<file path="config.mk">
export PLATFORM = sky130hd
export DESIGN_NAME = data_packet_multiplexer
export DESIGN_NICKNAME = d
export VERILOG_FILES = /design/src/rtl/data_packet_multiplexer.sv
export SDC_FILE = /design/constraint.sdc
export NUM_CORES = 1
export LEC_CHECK = 0
export CAP_MARGIN = 20
export CORE_UTILIZATION = 40
export CTS_BUF_LIST = sky130_fd_sc_hd__clkbuf_4
export CTS_CLUSTER_SIZE = 20
export DETAILED_ROUTE_END_ITERATION = 8
export PLACE_DENSITY = 0.89
export RECOVER_POWER = 25
export SLEW_MARGIN = 20
export SYNTH_ARGS = -nofsm -noshare
export SYNTH_HDL_FRONTEND = slang
export SYNTH_SLANG_ARGS = --single-unit
</file>
<file path="constraint.sdc">
create_clock -name clk -period 4.7 [get_ports clk]
set_clock_uncertainty 0.2 [all_clocks]
set_input_delay 0.705 -clock clk [delete_from_list [all_inputs] [get_ports clk]]
set_output_delay 0.705 -clock clk [all_outputs]
set_load 0.02 [all_outputs]
</file>
<file path="src/rtl/data_packet_multiplexer.sv">
// Packet-atomic round-robin merge of NUM_STREAMS input streams into one registered output,
// with a per-packet source index emitted on a separate select stream.
module data_packet_multiplexer #(
  parameter  int unsigned NUM_STREAMS  = 4,
  parameter  int unsigned DATA_W       = 8,
  parameter  int unsigned NUM_ELEMENTS = 2,
  localparam int unsigned SEL_W        = (NUM_STREAMS > 1) ? $clog2(NUM_STREAMS) : 1
) (
  input  logic                                                clk,
  input  logic                                                rst_n,
  input  logic [NUM_STREAMS-1:0]                              in_valid,
  output logic [NUM_STREAMS-1:0]                              in_ready,
  input  logic [NUM_STREAMS-1:0][NUM_ELEMENTS-1:0][DATA_W-1:0] in_data,
  input  logic [NUM_STREAMS-1:0][NUM_ELEMENTS-1:0]            in_keep,
  input  logic [NUM_STREAMS-1:0]                              in_last,
  output logic                                                out_valid,
  input  logic                                                out_ready,
  output logic [NUM_ELEMENTS-1:0][DATA_W-1:0]                 out_data,
  output logic [NUM_ELEMENTS-1:0]                             out_keep,
  output logic                                                out_last,
  output logic                                                select_valid,
  input  logic                                                select_ready,
  output logic [SEL_W-1:0]                                    select_data
);

  typedef enum logic {IDLE, LOCKED} state_t;

  state_t           state, state_next;
  logic [SEL_W-1:0] rr_ptr, rr_ptr_next;
  logic [SEL_W-1:0] gnt, gnt_next;
  logic [SEL_W-1:0] winner;
  logic             winner_found;
  logic             grant;
  logic             accept;

  // First valid input searching upward from rr_ptr with wrap-around
  always_comb begin
    winner       = '0;
    winner_found = 1'b0;
    for (int unsigned k = 0; k < NUM_STREAMS; k++) begin
      logic [SEL_W-1:0] idx;
      idx = SEL_W'((32'(rr_ptr) + k) % NUM_STREAMS);
      if (!winner_found && in_valid[idx]) begin
        winner_found = 1'b1;
        winner       = idx;
      end
    end
  end

  always_comb begin
    state_next  = state;
    rr_ptr_next = rr_ptr;
    gnt_next    = gnt;
    in_ready    = '0;
    grant       = 1'b0;
    accept      = 1'b0;
    case (state)
      IDLE: begin
        // A new grant needs room for its index in the select slot
        if (winner_found && (!select_valid || select_ready)) begin
          grant      = 1'b1;
          gnt_next   = winner;
          state_next = LOCKED;
        end
      end
      LOCKED: begin
        in_ready[gnt] = !out_valid || out_ready;
        accept        = in_valid[gnt] && in_ready[gnt];
        if (accept && in_last[gnt]) begin
          state_next  = IDLE;
          rr_ptr_next = (32'(gnt) == NUM_STREAMS - 1) ? '0 : gnt + SEL_W'(1);
        end
      end
      default: state_next = IDLE;
    endcase
  end

  always_ff @(posedge clk or negedge rst_n) begin
    if (!rst_n) begin
      state  <= IDLE;
      rr_ptr <= '0;
      gnt    <= '0;
    end else begin
      state  <= state_next;
      rr_ptr <= rr_ptr_next;
      gnt    <= gnt_next;
    end
  end

  // Single output register slice; payload only moves on an accepted beat
  always_ff @(posedge clk or negedge rst_n) begin
    if (!rst_n) begin
      out_valid <= 1'b0;
      out_data  <= '0;
      out_keep  <= '0;
      out_last  <= 1'b0;
    end else if (accept) begin
      out_valid <= 1'b1;
      out_data  <= in_data[gnt];
      out_keep  <= in_keep[gnt];
      out_last  <= in_last[gnt];
    end else if (out_ready) begin
      out_valid <= 1'b0;
    end
  end

  // Select slot: a grant reloads it even in the cycle the old index is consumed
  always_ff @(posedge clk or negedge rst_n) begin
    if (!rst_n) begin
      select_valid <= 1'b0;
      select_data  <= '0;
    end else if (grant) begin
      select_valid <= 1'b1;
      select_data  <= winner;
    end else if (select_ready) begin
      select_valid <= 1'b0;
    end
  end

endmodule

</file>
==> impl_summary.txt, run 1 <==
----------------------------------------------------
[Timing]
  Slew at the pin closest to its max-slew limit ... 1.397 ns
  Number of hold violations in the final report ... 0
  Unrepaired setup endpoints after global routing ... false
  Number of max-slew violations in the final report ... 0
  Post-layout minimum cycle time ... 3.381 ns
  Fin Setup TNS ... 0 ns
  Slew headroom ... 0.06865
  Final number of setup-violating endpoints ... 0
  Highest clock rate ... 0.2958 GHz
  Share of the cycle needed by the critical path after routing ... 0.7193

[Setup path]
  Internal reg-to-reg setup slack ... 1.74 ns
  Data arrival time at the worst-slack endpoint ... 2.48 ns
  Worst Path Required ... 3.80 ns
  Maximum single-stage delay on the critical path ... 0.97 ns
  Standard cell with the maximum stage delay on the critical path ... sky130_fd_sc_hd__dfrtp_1
  Crit Path Max Fanout ... 23
  Kind of end point of the critical path ... output port
  Worst setup path class ... reg2out
  Chain of cells forming the critical path ... inv_1 > ha_1 > and3_1 > clkdlybuf4s50_1
  Startpoint kind of the worst setup timing path ... register

[Finish]
  Number of antenna cells inserted ... 0
  Register Area ... 650.6 um2
  Fillcell total ... 259
  Synth-to-layout area growth ... 70.43%
  Nets ... 313
  Fraction of final layout cells with drive strength greater than 1 ... 0.1652
  Multi-input gate area ... 952.2 um2
  Core utilization of the finished layout ... 0.7404

[GRT]
  Vias in the first global route ... 1500
  Antenna violations before repair ... 0
  Sum of overflow across all layers after global routing ... 0
  Wire length of the first global-routing pass ... 7.079 mm
  Overall Global Routing Usage ... 0.2174
  Maximum number of pins on one net before global-route repair ... 27

[Clocking]
  Hold-fix buffers at CTS ... 0
  H-tree level count ... 1
  Clock sink count ... 26
  Post-CTS resize count ... 0
  Clock latency of the later-clocked register in the worst-skew pair ... 0.31 ns
  TritonCTS clock tree ... done
  Post-CTS Repair Setup Buffers ... 0
  Clock buffers created by TritonCTS ... 3
  Clk slew on worst S/H paths ... 0.13 ns
  Max clock buf depth ... 2
  Root buffer selected by CTS ... sky130_fd_sc_hd__clkbuf_4

[Drt]
  Average detailed-routed wire length per instance ... 17.00 um
  Overall routed net length ... 4.623 mm
  Drt drc ... 0
  Initial DRC Count ... 51
  Routed vias ... 1458
  Via-per-instance ratio ... 5.360
  Number of iterations in the first detailed-routing pass ... 4
  Antenna Nets Post-Route ... 0

[Floorplanning]
  Floorplan die area ... 4386 um2
  Die width ... 66.23 um
  Overall die height ... 66.23 um
  FP Rows ... 22
  Area inside the core boundary ... 3799 um2
  Ports placed on the boundary ... 111
  Initial standard-cell utilization of the core ... 0.4345

[Logic synthesis]
  Per-instance average area after synthesis ... 14.60 um2
  Synthesized Nets ... 201
  Register bit total from synthesis ... 26
  Register area share after synthesis ... 0.3942
  Post-synth cell types ... 26
  Instance count of the mapped netlist ... 113
  Area of the mapped netlist ... 1650 um2
  Ys Warns ... 0

[Pwr]
  Power per cell area ... 523.1 nW/um2
  Worst IR Drop VDD ... 0.0003496 V
  Leakage component of the power ... 1.103 nW
  Total power ... 1.471 mW

[Run status]
  Run status ... finished, final reports clean

[Flow run]
  Max Cap Viol ... 0

[Place]
  GP Congestion ... 0.9487
  Port bufs ... 110
  DP Wirelength ... 3.712 mm

[Worst hold path]
  Worst hold-check path type ... reg2reg

----------------------------------------------------
synth_stat cells:
library cell,count,area share
sky130_fd_sc_hd__inv_1,2,0.0046
sky130_fd_sc_hd__inv_2,1,0.0023
sky130_fd_sc_hd__a21oi_1,1,0.0030
sky130_fd_sc_hd__buf_4,1,0.0046
sky130_fd_sc_hd__o211ai_1,1,0.0046
sky130_fd_sc_hd__mux2i_1,2,0.012
sky130_fd_sc_hd__o21ai_0,4,0.012
sky130_fd_sc_hd__ha_1,4,0.030
sky130_fd_sc_hd__nand2b_1,5,0.019
sky130_fd_sc_hd__buf_2,2,0.0061
sky130_fd_sc_hd__nor3b_1,1,0.0046
sky130_fd_sc_hd__nor2_8,1,0.012
sky130_fd_sc_hd__dfrtp_1,26,0.39
sky130_fd_sc_hd__mux2_1,10,0.068
sky130_fd_sc_hd__nand2_1,7,0.016
sky130_fd_sc_hd__a211o_1,2,0.011
sky130_fd_sc_hd__and3_1,4,0.015
sky130_fd_sc_hd__mux4_2,20,0.27
sky130_fd_sc_hd__clkbuf_1,1,0.0023
sky130_fd_sc_hd__mux2_2,10,0.068
sky130_fd_sc_hd__nor4_1,1,0.0038
sky130_fd_sc_hd__o2bb2ai_1,1,0.0053
sky130_fd_sc_hd__nor2_1,3,0.0068
sky130_fd_sc_hd__nor3b_2,1,0.0076
sky130_fd_sc_hd__a211oi_1,1,0.0046
sky130_fd_sc_hd__buf_8,1,0.0091
power by group:
group          leakage (nW)  internal, mW  switching, mW
Clock                0.0154        0.0310         0.0626
Combinational         0.777         0.536          0.407
Sequential            0.311         0.335         0.0995
registers in the layout, indices dropped and copies added, names as in the netlist:
name          cells
gnt               1
out_data         16
out_keep          2
out_last          1
out_valid         1
rr_ptr            2
select_data       1
select_valid      1
state             1
worst max-delay path: cells and delay by family (launching register included):
kind	cells	cell delay (ns)
DFF	1	0.97
and+or+nand+nor	1	0.17
adders and majority gates	1	0.26
buffers and inverters	2	0.75
placed cells by master (no fill, tap or decap):
cell,count
sky130_fd_sc_hd__clkbuf_1,1
sky130_fd_sc_hd__clkdlybuf4s50_1,109
sky130_fd_sc_hd__mux2_2,10
sky130_fd_sc_hd__inv_1,2
sky130_fd_sc_hd__inv_2,1
sky130_fd_sc_hd__nor3b_2,1
sky130_fd_sc_hd__nor4_1,1
sky130_fd_sc_hd__o21ai_0,4
sky130_fd_sc_hd__dfrtp_1,26
sky130_fd_sc_hd__nor2_1,3
sky130_fd_sc_hd__buf_4,1
sky130_fd_sc_hd__nor2_8,1
sky130_fd_sc_hd__clkbuf_4,3
sky130_fd_sc_hd__mux2_1,10
sky130_fd_sc_hd__mux4_2,20
sky130_fd_sc_hd__dlygate4sd3_1,1
sky130_fd_sc_hd__nor3b_1,1
sky130_fd_sc_hd__and3_1,4
sky130_fd_sc_hd__clkinv_1,1
sky130_fd_sc_hd__a21oi_1,1
sky130_fd_sc_hd__ha_1,4
sky130_fd_sc_hd__nand2b_1,5
sky130_fd_sc_hd__mux2i_1,2
sky130_fd_sc_hd__o2bb2ai_1,1
sky130_fd_sc_hd__a211oi_1,1
sky130_fd_sc_hd__o211ai_1,1
sky130_fd_sc_hd__a211o_1,2
sky130_fd_sc_hd__nand2_1,7
cell type report:
cell class | instances | share of cell area
timing repair buffer | 112 | 0.3955
multi-input combinational | 79 | 0.3385
sequential | 26 | 0.2313
tap | 48 | 0.02135
clock buffer | 3 | 0.008007
inverter | 3 | 0.004004
clock inverter | 1 | 0.001335
layer usage:
metal | up-vias | track usage | share of wire
met5 | - | 0 | 0
met4 | 0 | 0.03989 | 0.0082
met3 | 4 | 0.02931 | 0.091
met2 | 78 | 0.4043 | 0.50
met1 | 708 | 0.2680 | 0.40
li1 | 668 | - | -
cell families (layout without fill, tap and decap cells):
logic type      after synthesis  in the layout  share of synthesized area
compound gates               10             10                    0.04019
fa+ha+maj                     4              4                    0.03033
simple gates                 23             23                    0.08492
flops                        26             26                     0.3942
buf+inv                       8            119                    0.02881
mux                          42             42                     0.4215
path summary, 6_finish.rpt:
check / end / from / cells after the start
worst max-delay path: in_ready[1] / select_data[1]$_DFFE_PN0P_ / 4
max in group asynchronous: out_keep[1]$_DFFE_PN0P_ / rst_n / 2
min in group asynchronous: out_data[8]$_DFFE_PN0P_ / rst_n / 2
worst max register to register: out_keep[1]$_DFFE_PN0P_ / select_data[1]$_DFFE_PN0P_ / 5
worst min register to register: out_data[3]$_DFFE_PN0P_ / out_data[3]$_DFFE_PN0P_ / 1
worst min-delay path: out_data[3]$_DFFE_PN0P_ / out_data[3]$_DFFE_PN0P_ / 1
stage by stage:
stage	cell area, um2	worst slack, ns	hold slack [ns]	std cells
floorplan	1650	2.366	0.2094	113
finish	2813	1.319	0.3039	272
detailed placement	2790	1.635	0.2760	268
CTS	2816	1.263	0.3078	272
global placement	2790	1.649	0.2683	268
global route	2813	1.179	0.3328	272
Note: power is estimated with default switching activity, not from simulation.
==> run 2: changes to the inputs <==
--- a/config.mk
+++ b/config.mk
@@ -6,11 +6,11 @@
 export NUM_CORES = 1
 export LEC_CHECK = 0
 export CAP_MARGIN = 20
-export CORE_UTILIZATION = 40
+export CORE_UTILIZATION = 33
 export CTS_BUF_LIST = sky130_fd_sc_hd__clkbuf_4
 export CTS_CLUSTER_SIZE = 20
 export DETAILED_ROUTE_END_ITERATION = 8
-export PLACE_DENSITY = 0.89
+export PLACE_DENSITY = 0.78
 export RECOVER_POWER = 25
 export SLEW_MARGIN = 20
 export SYNTH_ARGS = -nofsm -noshare
==> constraint.sdc (replaced) <==
create_clock -name clk -period 2.9 [get_ports clk]
set_clock_uncertainty 0.2 [all_clocks]
set_input_delay 0.435 -clock clk [delete_from_list [all_inputs] [get_ports clk]]
set_output_delay 0.435 -clock clk [all_outputs]
set_load 0.02 [all_outputs]
==> run 2 against run 1 <==
Compared with the run above:
- sequential share of layout area decreased by 0.28 points
- cell count rose by 7.4%
- critical endpoint is now in_ready[0]
- critical path depth did not move
- largest cell class unchanged
- count of clock-buffer cells in the layout did not move
- sequential cell count is the same
- largest power group unchanged
- highest routed layer unchanged
- sequential power is 53% higher
- die area rose by 21%
==> impl_summary.txt, run 2 (same netlist as run 1, synthesis figures left out) <==
----------------------------------------------------
[Drt]
  Top Metal Used ... met4 (unchanged)
  Average detailed-routed wire length per instance ... 15.13 um (was 17.00 um)
  Initial DRC Count ... 51 (unchanged)
  Number of iterations in the first detailed-routing pass ... 4 (unchanged)
  Detailed route wirelength on metal3 ... 459 um (was 423 um)
  Post-route met1 wirelength ... 1.758 mm (was 1.843 mm)
  Routed vias ... 1438 (was 1458)
  Drt drc ... 0 (unchanged)
  Overall routed net length ... 4.417 mm (was 4.623 mm)
  Via-per-instance ratio ... 4.925 (was 5.360)
  Antenna Nets Post-Route ... 0 (unchanged)
  Met2 wire len ... 2.168 mm (was 2.317 mm)

[Timing]
  Post-layout minimum cycle time ... 2.528 ns
  Unrepaired setup endpoints after global routing ... false (unchanged)
  Number of max-slew violations in the final report ... 0 (unchanged)
  Fin Setup TNS ... 0 ns (unchanged)
  Highest clock rate ... 0.3956 GHz
  Slew headroom ... 0.09938 (was 0.06865)
  Share of the cycle needed by the critical path after routing ... 0.8717
  Slew at the pin closest to its max-slew limit ... 1.351 ns (was 1.397 ns)
  WHS ... 0.2982 ns (was 0.3039 ns)
  Number of hold violations in the final report ... 0 (unchanged)
  Final number of setup-violating endpoints ... 0 (unchanged)

[Floorplanning]
  Area inside the core boundary ... 4755 um2 (was 3799 um2)
  FP Rows ... 25 (was 22)
  Die width ... 72.72 um (was 66.23 um)
  Overall die height ... 72.72 um (was 66.23 um)
  Floorplan die area ... 5287 um2 (was 4386 um2)
  Ports placed on the boundary ... 111 (unchanged)
  Initial standard-cell utilization of the core ... 0.3471 (was 0.4345)

[Finish]
  Nets ... 315 (was 313)
  Largest registers ... out_data: 16 flops, out_keep: 2 flops, rr_ptr: 2 flops (unchanged)
  Max reg flops ... 16 (unchanged)
  Largest register by flop count ... out_data (unchanged)
  Post-layout instance area ... 2848 um2 (was 2813 um2)
  Commonest non-fill, non-tap cell in the layout ... sky130_fd_sc_hd__clkdlybuf4s50_1 (unchanged)
  Most frequent cells in the layout ... sky130_fd_sc_hd__clkdlybuf4s50_1 (109), sky130_fd_sc_hd__dfrtp_1 (26), sky130_fd_sc_hd__mux4_2 (20), sky130_fd_sc_hd__mux2_1 (10), sky130_fd_sc_hd__mux2_2 (10) (unchanged)
  Non-Filler Instances ... 292 (was 272)
  Number of antenna cells inserted ... 0 (unchanged)
  Core utilization of the finished layout ... 0.5989 (was 0.7404)
  Synth-to-layout area growth ... 72.55% (was 70.43%)
  Fraction of final layout cells with drive strength greater than 1 ... 0.1733 (was 0.1652)

[Setup path]
  Data arrival time at the worst-slack endpoint ... 1.89 ns (was 2.48 ns)
  Start point of the critical path ... select_data[1]$_DFFE_PN0P_ (unchanged)
  Chain of cells forming the critical path ... inv_1 > ha_1 > and3_1 > clkdlybuf4s50_1 (unchanged)
  Startpoint kind of the worst setup timing path ... register (unchanged)
  Crit Path Max Fanout ... 6 (was 23)
  Launch point of the worst reg-to-reg path ... select_data[1]$_DFFE_PN0P_ (unchanged)
  Standard cell with the maximum stage delay on the critical path ... sky130_fd_sc_hd__clkdlybuf4s50_1 (was sky130_fd_sc_hd__dfrtp_1)
  Worst setup path class ... reg2out (unchanged)
  Worst Path Required ... 2.27 ns (was 3.80 ns)
  Kind of end point of the critical path ... output port (unchanged)
  Maximum single-stage delay on the critical path ... 0.60 ns (was 0.97 ns)

[Pwr]
  Worst IR Drop VDD ... 0.0003727 V (was 0.0003496 V)
  Leakage component of the power ... 1.112 nW (was 1.103 nW)
  Power per cell area ... 835.3 nW/um2 (was 523.1 nW/um2)

[Worst hold path]
  Startpoint of the most critical hold path ... out_data[1]$_DFFE_PN0P_ (was out_data[3]$_DFFE_PN0P_)
  Worst hold-check path type ... reg2reg (unchanged)

[Clocking]
  Hold-fix buffers at CTS ... 0 (unchanged)
  Post-CTS Repair Setup Buffers ... 0 (unchanged)
  Clk slew on worst S/H paths ... 0.13 ns (about the same)
  TritonCTS clock tree ... done (unchanged)
  Clock sink count ... 26 (unchanged)
  Clock latency of the later-clocked register in the worst-skew pair ... 0.31 ns (about the same)
  Max clock buf depth ... 2 (unchanged)
  Clock buffers created by TritonCTS ... 3 (unchanged)
  Root buffer selected by CTS ... sky130_fd_sc_hd__clkbuf_4 (unchanged)
  Post-CTS resize count ... 0 (unchanged)
  H-tree level count ... 1 (unchanged)

[GRT]
  Maximum number of pins on one net before global-route repair ... 27 (unchanged)
  Sum of overflow across all layers after global routing ... 0 (unchanged)
  Wire length of the first global-routing pass ... 7.003 mm (was 7.079 mm)
  Antenna violations before repair ... 0 (unchanged)
  Overall Global Routing Usage ... 0.1734 (was 0.2174)
  Vias in the first global route ... 1439 (was 1500)

[Place]
  DP Wirelength ... 3.563 mm (was 3.712 mm)
  Port bufs ... 110 (unchanged)
  GP Congestion ... 0.8665 (was 0.9487)
  Cell area reported after detailed placement ... 2829 um2 (was 2790 um2)
  Placed Cells incl. Taps ... 289 (was 268)

[Run status]
  Run status ... finished, final reports clean (unchanged)

[Flow run]
  Max Cap Viol ... 0 (unchanged)

----------------------------------------------------
run 2: final timing paths:
kind | to | slack [ns] | cells after the start
max | in_ready[0] | 0.37 | 4
min | out_data[1]$_DFFE_PN0P_ | 0.30 | 1
min in group asynchronous | out_data[4]$_DFFE_PN0P_ | 0.74 | 2
max in group asynchronous | out_data[9]$_DFFE_PN0P_ | 0.97 | 2
max reg2reg | out_keep[0]$_DFFE_PN0P_ | 0.44 | 6
min reg2reg | out_data[1]$_DFFE_PN0P_ | 0.30 | 1
run 2: power by group:
part,switching [mW],internal (mW),leakage (nW)
clock network,0.0965,0.0485,0.0138
logic,0.690,0.877,0.787
registers,0.123,0.544,0.311
total,0.909,1.47,1.11
run 2: through the flow:
| step | setup slack, ns | total power [mW] |
|---|---|---|
| after floorplan | 0.5665 | 1.630 |
| after global placement | 0.2559 | 2.239 |
| after detailed placement | 0.2139 | 2.268 |
| after CTS | 0.3690 | 2.419 |
| after global routing | 0.2827 | 2.555 |
| final | 0.3721 | 2.379 |
run 2: final cells by class:
type,count,area (um2)
clock buffers,3,22.52
fillers,407,1907
inverters,3,11.26
multi-input cells,79,952.2
flip-flops and latches,26,650.6
well taps,67,83.83
repair buffers,114,1127
run 2: critical path, delay by kind of cell (launching register included):
family	cells	cell delay [ns]
adder cells (fa/ha/maj)	1	0.19
buffers and inverters	2	0.75
flip-flops	1	0.49
AND/OR/NAND/NOR	1	0.16
run 2: routing by layer:
layer	GRT usage	up-vias
met2	0.3032	76
met1	0.2103	694
met4	0.04793	0
met5	0	-
li1	-	666
met3	0.04696	2
==> run 3: changes to the inputs <==
--- a/config.mk
+++ b/config.mk
@@ -12,6 +12,7 @@
 export DETAILED_ROUTE_END_ITERATION = 8
 export PLACE_DENSITY = 0.78
 export RECOVER_POWER = 25
+export REMOVE_ABC_BUFFERS = 1
 export SLEW_MARGIN = 20
 export SYNTH_ARGS = -nofsm -noshare
 export SYNTH_HDL_FRONTEND = slang
==> run 3 against run 2 <==
Compared with the run above:
- combinational power hardly changed
- final area increased by 1.3%
- worst setup slack worse by 0.063 ns
- non-clock buffer count grew 1
- total power is 5.7% higher
- die area unchanged
- routed wire length up 5.2%
- hold slack better by 0.0050 ns
- sequential cell count stayed put
- critical endpoint is now in_ready[3]
- highest routed layer unchanged
==> impl_summary.txt, run 3 (same netlist as run 1, synthesis figures left out) <==
----------------------------------------------------
[Run status]
  Run status ... finished, final reports clean (unchanged)

[Place]
  DP Wirelength ... 3.887 mm (was 3.563 mm)
  Worst slack at placement ... 0.2492 ns (was 0.2139 ns)
  GP Congestion ... 0.7482 (was 0.8665)
  Port bufs ... 110 (unchanged)

[GRT]
  Antenna violations before repair ... 0 (unchanged)
  Overall Global Routing Usage ... 0.1766 (was 0.1734)
  Sum of overflow across all layers after global routing ... 0 (unchanged)
  Wire length of the first global-routing pass ... 6.962 mm (was 7.003 mm)
  Vias in the first global route ... 1372 (was 1439)
  Maximum number of pins on one net before global-route repair ... 27 (unchanged)

[Timing]
  Fin Setup TNS ... 0 ns (unchanged)
  Slew headroom ... 0.07230 (was 0.09938)
  Setup slack after layout ... 0.3089 ns (was 0.3721 ns)
  Number of max-slew violations in the final report ... 0 (unchanged)
  Final number of setup-violating endpoints ... 0 (unchanged)
  Slew at the pin closest to its max-slew limit ... 1.392 ns (was 1.351 ns)
  Number of hold violations in the final report ... 0 (unchanged)
  Unrepaired setup endpoints after global routing ... false (unchanged)
  Share of the cycle needed by the critical path after routing ... 0.8935 (was 0.8717)
  WHS ... 0.3033 ns (was 0.2982 ns)
  Highest clock rate ... 0.3859 GHz (was 0.3956 GHz)
  Post-layout minimum cycle time ... 2.591 ns (was 2.528 ns)

[Pwr]
  Leakage component of the power ... 1.131 nW (was 1.112 nW)
  Worst IR Drop VDD ... 0.0004732 V (was 0.0003727 V)
  Power per cell area ... 871.6 nW/um2 (was 835.3 nW/um2)

[Finish]
  Fillcell total ... 419 (was 407)
  Fraction of final layout cells with drive strength greater than 1 ... 0.1806 (was 0.1733)
  Most frequent cells in the layout ... sky130_fd_sc_hd__clkdlybuf4s50_1 (109), sky130_fd_sc_hd__dfrtp_1 (26), sky130_fd_sc_hd__mux4_2 (20), sky130_fd_sc_hd__mux2_1 (10), sky130_fd_sc_hd__mux2_2 (10) (unchanged)
  Max reg flops ... 16 (unchanged)
  Number of antenna cells inserted ... 0 (unchanged)
  Multi-input gate area ... 952.2 um2 (unchanged)
  Synth-to-layout area growth ... 74.83% (was 72.55%)
  Largest register by flop count ... out_data (unchanged)
  Register Area ... 650.6 um2 (unchanged)
  Core utilization of the finished layout ... 0.6068 (was 0.5989)
  Commonest non-fill, non-tap cell in the layout ... sky130_fd_sc_hd__clkdlybuf4s50_1 (unchanged)
  Largest registers ... out_data: 16 flops, out_keep: 2 flops, rr_ptr: 2 flops (unchanged)
  Nets ... 316 (was 315)

[Floorplanning]
  Area inside the core boundary ... 4755 um2 (unchanged)
  Ports placed on the boundary ... 111 (unchanged)
  FP Rows ... 25 (unchanged)
  Overall die height ... 72.72 um (unchanged)
  Initial standard-cell utilization of the core ... 0.3471 (unchanged)
  Die width ... 72.72 um (unchanged)
  Floorplan die area ... 5287 um2 (unchanged)

[Drt]
  Number of iterations in the first detailed-routing pass ... 4 (unchanged)
  Antenna Nets Post-Route ... 0 (unchanged)
  Drt drc ... 0 (unchanged)
  Overall routed net length ... 4.645 mm (was 4.417 mm)
  Routed vias ... 1440 (was 1438)
  Initial DRC Count ... 28 (was 51)
  Average detailed-routed wire length per instance ... 15.80 um (was 15.13 um)
  Via-per-instance ratio ... 4.898 (was 4.925)

[Clocking]
  Post-CTS Repair Setup Buffers ... 0 (unchanged)
  Max clock buf depth ... 2 (unchanged)
  Clock buffers created by TritonCTS ... 3 (unchanged)
  Post-CTS resize count ... 0 (unchanged)
  H-tree level count ... 1 (unchanged)
  Root buffer selected by CTS ... sky130_fd_sc_hd__clkbuf_4 (unchanged)
  Clk slew on worst S/H paths ... 0.14 ns (was 0.13 ns)
  TritonCTS clock tree ... done (unchanged)
  Hold-fix buffers at CTS ... 0 (unchanged)
  Clock latency of the later-clocked register in the worst-skew pair ... 0.31 ns (about the same)
  Clock sink count ... 26 (unchanged)

[Worst hold path]
  Hold path depth ... 1 (unchanged)
  Worst hold-check path type ... reg2reg (unchanged)

[Setup path]
  Worst Path Required ... 2.27 ns (about the same)
  Crit Path Max Fanout ... 14 (was 6)
  Startpoint kind of the worst setup timing path ... register (unchanged)
  Worst setup path class ... reg2out (unchanged)
  Worst reg2reg path depth ... 6 (unchanged)
  Data arrival time at the worst-slack endpoint ... 1.96 ns (was 1.89 ns)
  Kind of end point of the critical path ... output port (unchanged)

[Flow run]
  Max Cap Viol ... 0 (unchanged)

----------------------------------------------------
==> run 3: worst paths after layout <==
path                                            startpoint                        to  slack [ns]
worst min register to register     out_data[2]$_DFFE_PN0P_   out_data[2]$_DFFE_PN0P_        0.30
min in group asynchronous                            rst_n     rr_ptr[0]$_DFFE_PN0P_        0.75
worst max-delay path            select_data[1]$_DFFE_PN0P_               in_ready[3]        0.31
worst min-delay path               out_data[2]$_DFFE_PN0P_   out_data[2]$_DFFE_PN0P_        0.30
max in group asynchronous                            rst_n           state$_DFF_PN0_        0.95
worst max register to register  select_data[1]$_DFFE_PN0P_  out_data[15]$_DFFE_PN0P_        0.42
==> run 3: stage by stage <==
step                area [um2]  total power, mW  cells
floorplan                 1614            1.593    108
global placement          2836            2.283    290
detailed placement        2836            2.304    290
CTS                       2889            2.554    294
global route              2885            2.674    294
finish                    2885            2.515    294
==> run 3: layer usage <==
metal,wire length [um],vias up,part of all wire,global-route usage
met4,33,0,0.0071,0.04575
met3,480,2,0.10,0.05387
li1,-,668,-,-
met5,0,-,0,0
met1,1887,712,0.41,0.2270
met2,2244,58,0.48,0.2908
==> run 3: cell type report <==
class,instances,share of cell area
well taps,67,0.02905
inverters,3,0.003903
clock inverters,1,0.01041
flip-flops and latches,26,0.2255
repair buffers,115,0.3933
multi-input cells,79,0.3300
clock buffers,3,0.007806
==> run 3: critical path: stages, from the launching register on <==
cell	delay [ns]
sky130_fd_sc_hd__dfrtp_1	0.41
sky130_fd_sc_hd__buf_4	0.24
sky130_fd_sc_hd__ha_1	0.23
sky130_fd_sc_hd__and3_1	0.15
sky130_fd_sc_hd__clkdlybuf4s50_1	0.60
==> run 3: report_power, final <==
part,leakage (nW),switching (mW),internal [mW]
Sequential,0.311,0.124,0.544
Clock,0.0279,0.107,0.140
Combinational,0.793,0.714,0.886
